`src/rtl/ddr2_burst_ctrl.sv`:
```
// ddr2_burst_ctrl: moves bursts between the FrontPanel pipe FIFOs and MCB port 0,
// arbitrating write and read bursts round-robin over wrapping byte addresses.
module ddr2_burst_ctrl #(
  parameter int unsigned BURST_LEN = 32,
  parameter logic [31:0] ADDR_MAX  = 32'h03FF_FFFF,
  parameter int unsigned OB_DEPTH  = 1024,
  parameter int unsigned CNT_W     = 11
) (
  input  logic             c3_clk0,
  input  logic             c3_rst0,
  input  logic             calib_done,
  input  logic             write_mode,
  input  logic             read_mode,
  input  logic             addr_rst,
  input  logic [CNT_W-1:0] ib_count,
  output logic             ib_rd_en,
  input  logic [31:0]      ib_dout,
  input  logic [CNT_W-1:0] ob_count,
  output logic             ob_wr_en,
  output logic [31:0]      ob_din,
  output logic             p0_cmd_en,
  output logic [2:0]       p0_cmd_instr,
  output logic [5:0]       p0_cmd_bl,
  output logic [29:0]      p0_cmd_byte_addr,
  input  logic             p0_cmd_full,
  output logic             p0_wr_en,
  output logic [31:0]      p0_wr_data,
  output logic [3:0]       p0_wr_mask,
  input  logic             p0_wr_empty,
  output logic             p0_rd_en,
  input  logic [31:0]      p0_rd_data,
  input  logic             p0_rd_empty,
  input  logic             p0_wr_underrun,
  input  logic             p0_rd_overflow,
  output logic             busy,
  output logic             error
);

  typedef enum logic [2:0] {IDLE, WR_DATA, WR_CMD, RD_CMD, RD_DATA} state_t;

  localparam logic [31:0] STEP = 32'(4 * BURST_LEN);
  localparam logic [6:0]  BL_C = 7'(BURST_LEN);

  state_t      state_q, state_d;
  logic [6:0]  cnt_q, cnt_d;
  logic [29:0] wr_addr_q, wr_addr_d;
  logic [29:0] rd_addr_q, rd_addr_d;
  logic        last_rd_q, last_rd_d;
  logic        rst_pend_q, rst_pend_d;
  logic        p0_wr_en_q;
  logic        ob_wr_en_q;
  logic [31:0] ob_din_q;
  logic        error_q;
  logic        wr_ok, rd_ok;

  // Wide sum keeps the wrap comparison free of overflow.
  function automatic logic [29:0] addr_next(input logic [29:0] a);
    logic [31:0] s;
    s = {2'b00, a} + STEP;
    return (s > ADDR_MAX) ? '0 : s[29:0];
  endfunction

  assign wr_ok = calib_done && write_mode && (32'(ib_count) >= BURST_LEN) && p0_wr_empty;
  assign rd_ok = calib_done && read_mode && (32'(ob_count) <= (OB_DEPTH - BURST_LEN));

  // Next-state, address bookkeeping and strobes.
  always_comb begin
    state_d          = state_q;
    cnt_d            = cnt_q;
    wr_addr_d        = wr_addr_q;
    rd_addr_d        = rd_addr_q;
    last_rd_d        = last_rd_q;
    rst_pend_d       = rst_pend_q;
    ib_rd_en         = 1'b0;
    p0_rd_en         = 1'b0;
    p0_cmd_en        = 1'b0;
    p0_cmd_instr     = 3'b000;
    p0_cmd_byte_addr = '0;

    if (addr_rst && (state_q != IDLE)) rst_pend_d = 1'b1;

    case (state_q)
      IDLE: begin
        cnt_d = '0;
        if (addr_rst || rst_pend_q) begin
          wr_addr_d  = '0;
          rd_addr_d  = '0;
          rst_pend_d = 1'b0;
        end else if (wr_ok && (!rd_ok || last_rd_q)) begin
          state_d = WR_DATA;
        end else if (rd_ok) begin
          state_d = RD_CMD;
        end
      end
      WR_DATA: begin
        ib_rd_en = (cnt_q < BL_C);
        if (cnt_q == BL_C) state_d = WR_CMD;
        else               cnt_d   = cnt_q + 7'd1;
      end
      WR_CMD: begin
        p0_cmd_byte_addr = wr_addr_q;
        if (!p0_cmd_full) begin
          p0_cmd_en = 1'b1;
          wr_addr_d = addr_next(wr_addr_q);
          last_rd_d = 1'b0;
          state_d   = IDLE;
        end
      end
      RD_CMD: begin
        p0_cmd_instr     = 3'b001;
        p0_cmd_byte_addr = rd_addr_q;
        if (!p0_cmd_full) begin
          p0_cmd_en = 1'b1;
          rd_addr_d = addr_next(rd_addr_q);
          last_rd_d = 1'b1;
          cnt_d     = '0;
          state_d   = RD_DATA;
        end
      end
      RD_DATA: begin
        if (cnt_q == BL_C) begin
          state_d = IDLE;
        end else if (!p0_rd_empty) begin
          p0_rd_en = 1'b1;
          cnt_d    = cnt_q + 7'd1;
        end
      end
      default: state_d = IDLE;
    endcase
  end

  // State, addresses, data-path pipeline and sticky error.
  always_ff @(posedge c3_clk0) begin
    if (c3_rst0) begin
      state_q    <= IDLE;
      cnt_q      <= '0;
      wr_addr_q  <= '0;
      rd_addr_q  <= '0;
      last_rd_q  <= 1'b1;
      rst_pend_q <= 1'b0;
      p0_wr_en_q <= 1'b0;
      ob_wr_en_q <= 1'b0;
      ob_din_q   <= '0;
      error_q    <= 1'b0;
    end else begin
      state_q    <= state_d;
      cnt_q      <= cnt_d;
      wr_addr_q  <= wr_addr_d;
      rd_addr_q  <= rd_addr_d;
      last_rd_q  <= last_rd_d;
      rst_pend_q <= rst_pend_d;
      p0_wr_en_q <= ib_rd_en;
      ob_wr_en_q <= p0_rd_en;
      ob_din_q   <= p0_rd_data;
      error_q    <= error_q | p0_wr_underrun | p0_rd_overflow;
    end
  end

  assign p0_wr_en   = p0_wr_en_q;
  assign p0_wr_data = ib_dout;
  assign p0_wr_mask = '0;
  assign p0_cmd_bl  = 6'(BURST_LEN - 1);
  assign ob_wr_en   = ob_wr_en_q;
  assign ob_din     = ob_din_q;
  assign busy       = (state_q != IDLE);
  assign error      = error_q;

endmodule

```
`config.mk`:
```
export PLATFORM = sky130hd
export DESIGN_NAME = ddr2_burst_ctrl
export DESIGN_NICKNAME = d
export VERILOG_FILES = /design/src/rtl/ddr2_burst_ctrl.sv
export SDC_FILE = /design/constraint.sdc
export NUM_CORES = 1
export LEC_CHECK = 0
export ABC_CLOCK_PERIOD_IN_PS = 2100
export CAP_MARGIN = 20
export CORE_MARGIN = 10
export CORE_UTILIZATION = 38
export DETAILED_ROUTE_END_ITERATION = 7
export HOLD_SLACK_MARGIN = 0.02
export PLACE_DENSITY_LB_ADDON = 0.08
export SLEW_MARGIN = 0
export SYNTH_ARGS = -nofsm -noshare
export SYNTH_HDL_FRONTEND = slang
export SYNTH_SLANG_ARGS = --single-unit
```
`constraint.sdc`:
```
create_clock -name c3_clk0 -period 2.1 [get_ports c3_clk0]
set_clock_uncertainty 0.05 [all_clocks]
set_input_delay 0.315 -clock c3_clk0 [delete_from_list [all_inputs] [get_ports c3_clk0]]
set_output_delay 0.315 -clock c3_clk0 [all_outputs]
set_load 0.02 [all_outputs]
```
==> results.yml <==
run_status:
  status: "finished with violations"
  violations: "setup timing"
floorplan:
  core-area_um2: 12100
  die_h_um: 131
  fp.dieW_um: 131
  ios: 211
  initial_core_util_pct: 39.1
  placementRows: 40
  die-area_um2: 17300
setup_path:
  path_max_fanout: 6
  endpoint_kind: "flop"
  critPathMaxStageDelay_ns: 0.56
  worstPathRequired_ns: 2.28
  crit_slowest_cell: "or4_4"
  r2r_cells: 7
  critPathKind: "reg -> reg"
  crit_chain: "nand4_4, or4_4, o21a_1, or3_4, buf_6, a32oi_2, nor2_1"
  critPathLaunchType: "flop"
  arrival_ns: 2.34
synthesis:
  synth_top_cell_by_area: "dfxtp_1"
  muxShareOfSynthArea_pct: 5.31
  synth_area_um2: 4710
  synth.top_cell.area_share_pct: 39.5
  synth_xor_area_share_pct: 6.13
  synthSimpleGateAreaFrac_pct: 28.4
  synth_seq_cells: 93
  synth_adder_area_share_pct: 1.33
  ys_warn_count: 0
  synth_edf_count: 0
  synth_top_family_by_area: "simple AND/OR/NAND/NOR gates"
  synth_flop_cell: "dfxtp_1"
  synth_compound_area_share_pct: 7.64
  ys_seq_area_share_pct: 39.5
  synth.area.top_cells: "dfxtp_1, buf_4, mux2i_1"
  synth_cell_type_count: 54
  synthCells: 548
  async_flop_share_pct: 0
  syn_area_per_cell_um2: 8.60
drt:
  dr_wl_met2_mm: 6.52
  avgRoutedWirePerCell_um: 15.5
  routed_wl_mm: 13.5
  vias: 4242
  top_layer: "met4"
  avgViaCountPerCell: 4.86
  drt-pass1-iter-count: 4
  wl_met1_mm: 5.87
  postRouteAntennaNets: 0
  drcViolationCount: 0
  drtIter0Drc: 137
  dr_wl_met3_um: 966
timing:
  period_needed_ns: 2.16
  post-route-period-util_pct: 103
  maxSlewHeadroom_pct: 47.5
  fin_tns_setup_ns: -0.228
  hold_viol_final: 0
  layout_setup_ws_ns: -0.0592
  rsz0062_at_grt: "yes"
  tightest_slew_ns: 0.785
  worst_hold_slack_ns: 0.286
  timing.fmax_mhz: 463
  drv_slew: 0
  setup-violations-final: 7
placement:
  dp.cells: 850
  dpl.hpwl_mm: 10.6
  globalplace.congestion: 0.880
  io_buffers: 122
layout:
  final_layout_size_suffix_gt1_share_pct: 18.9
  layout_commonest_cell: "clkdlybuf4s50_1"
  area_growth_pct: 42.9
  post-route-util_pct: 55.9
  nNetsFinal: 801
  fillers: 1109
  layout.cells.non_filler: 872
  final_cell_mix: "clkdlybuf4s50_1, dfxtp_1, buf_4, nor2_1, nor2b_1"
  antenna_cells: 0
hold_path:
  hold_depth: 2
  worstHoldPathType: "in -> reg"
clock_tree:
  clk_pin_slew_worst_paths_ns: 0.06
  cts_num_sinks: 93
  cts-root-buf: "clkbuf_16"
  numCtsBuffers: 9
  clock_latency_ns: 0.35
  htreeDepth: 3
  cts_tree: "done"
  clk_path_buf_depth: 2
grt:
  antenna_found_initial: 0
  grt_pass1_wl_mm: 21.7
  grt_pass1_vias: 4188
  grt_max_degree: 32
  grt-ovfl-total: 0
  track_usage_pct: 15.1
power:
  p_leak_nw: 2.61
  ir_worst_vdd_uv: 386
  p_per_area_nw_per_um2: 612
flow_run:
  maxCapViolations: 0
[critical path: cells and delay by family, from the launching register on]
family                 cells  cell delay [ns]
flip-flops                 1             0.35
buffers and inverters      1             0.14
AND/OR/NAND/NOR            4             1.16
AO/OA/AOI/OAI              2             0.35
[registers in the layout (all words and copies together) (netlist names)]
register	cells
ob_wr_en	1
rst_pend_q	1
p0_wr_en	1
rd_addr_q	23
state_q	3
wr_addr_q	23
cnt_q	7
error	1
last_rd_q	1
ob_din	32
[report_power, final]
| part | internal, mW | switching [mW] | total (mW) | leakage, nW |
|---|---|---|---|---|
| Clock | 1.04 | 0.696 | 1.73 | 0.159 |
| Sequential | 1.80 | 0.0177 | 1.82 | 0.763 |
| Combinational | 0.292 | 0.274 | 0.567 | 1.69 |
[cell usage after synthesis, drive strengths merged, types with 2 or more instances]
| library cell | instances |
|---|---|
| mux2i | 25 |
| a21oi | 19 |
| or4 | 6 |
| inv | 14 |
| nor2 | 56 |
| dfxtp | 93 |
| a211oi | 2 |
| and4 | 5 |
| nor2b | 35 |
| nand2b | 4 |
| and2 | 10 |
| nand4 | 23 |
| o21ai | 4 |
| or2 | 2 |
| xnor2 | 16 |
| nor4 | 5 |
| nand2 | 32 |
| xor2 | 17 |
| o211ai | 2 |
| or3 | 4 |
| clkbuf | 19 |
| o211a | 2 |
| o21a | 2 |
| nor3b | 2 |
| a311o | 2 |
| o311ai | 7 |
| ha | 5 |
| nand3b | 3 |
| and3 | 6 |
| nand3 | 23 |
| buf | 58 |
| conb | 2 |
| nor3 | 31 |
| o22ai | 2 |
[final cells by class]
class                      count  area, µm²  area share [%]
clock buffer                   9        225            3.34
clock inverter                 7       88.8            1.32
inverter                      14       52.6           0.780
multi-input combinational    381       2480            36.9
sequential                    93       1870            27.8
tap                          168        210            3.12
timing repair buffer         200       1800            26.8
[kinds of logic after synthesis]
family / Yosys count
compound gates: 50
xor+xnor: 33
fa+ha+maj: 5
buf+inv: 91
flops: 93
mux: 25
other cells: 2
simple gates: 249
[what timing repair did]
item | 4_1_cts | 5_1_grt
pin swaps | 10 | 8
setup endpoints to repair | 49 | 60
hold buffers | 0 | 0
buffers inserted | 3 | 3
gates resized for setup | 43 | 19
[path summary, 6_finish.rpt]
kind,start,to,slack (ns)
worst min register to register,error,error,0.42
worst max-delay path,rd_addr_q[18],rd_addr_q[8],-0.06
worst min-delay path,c3_rst0,ob_din[8],0.29
worst max register to register,rd_addr_q[18],rd_addr_q[8],-0.06
[per-stage QoR]
stage               power, mW  setup slack [ns]  cell area, µm²
detailed placement       2.42            -0.345            6290
global route             4.28            -0.115            6740
CTS                      4.15           -0.0520            6640
global placement         2.41            -0.309            6290
finish                   4.12           -0.0592            6740
floorplan                2.24            0.0132            4790
[routing by layer]
metal	vias up	track usage, %
li1	2124	-
met1	1963	17.8
met2	140	24.9
met3	15	5.37
met4	0	4.82
met5	-	0
Note: power is estimated with default switching activity, not from simulation.
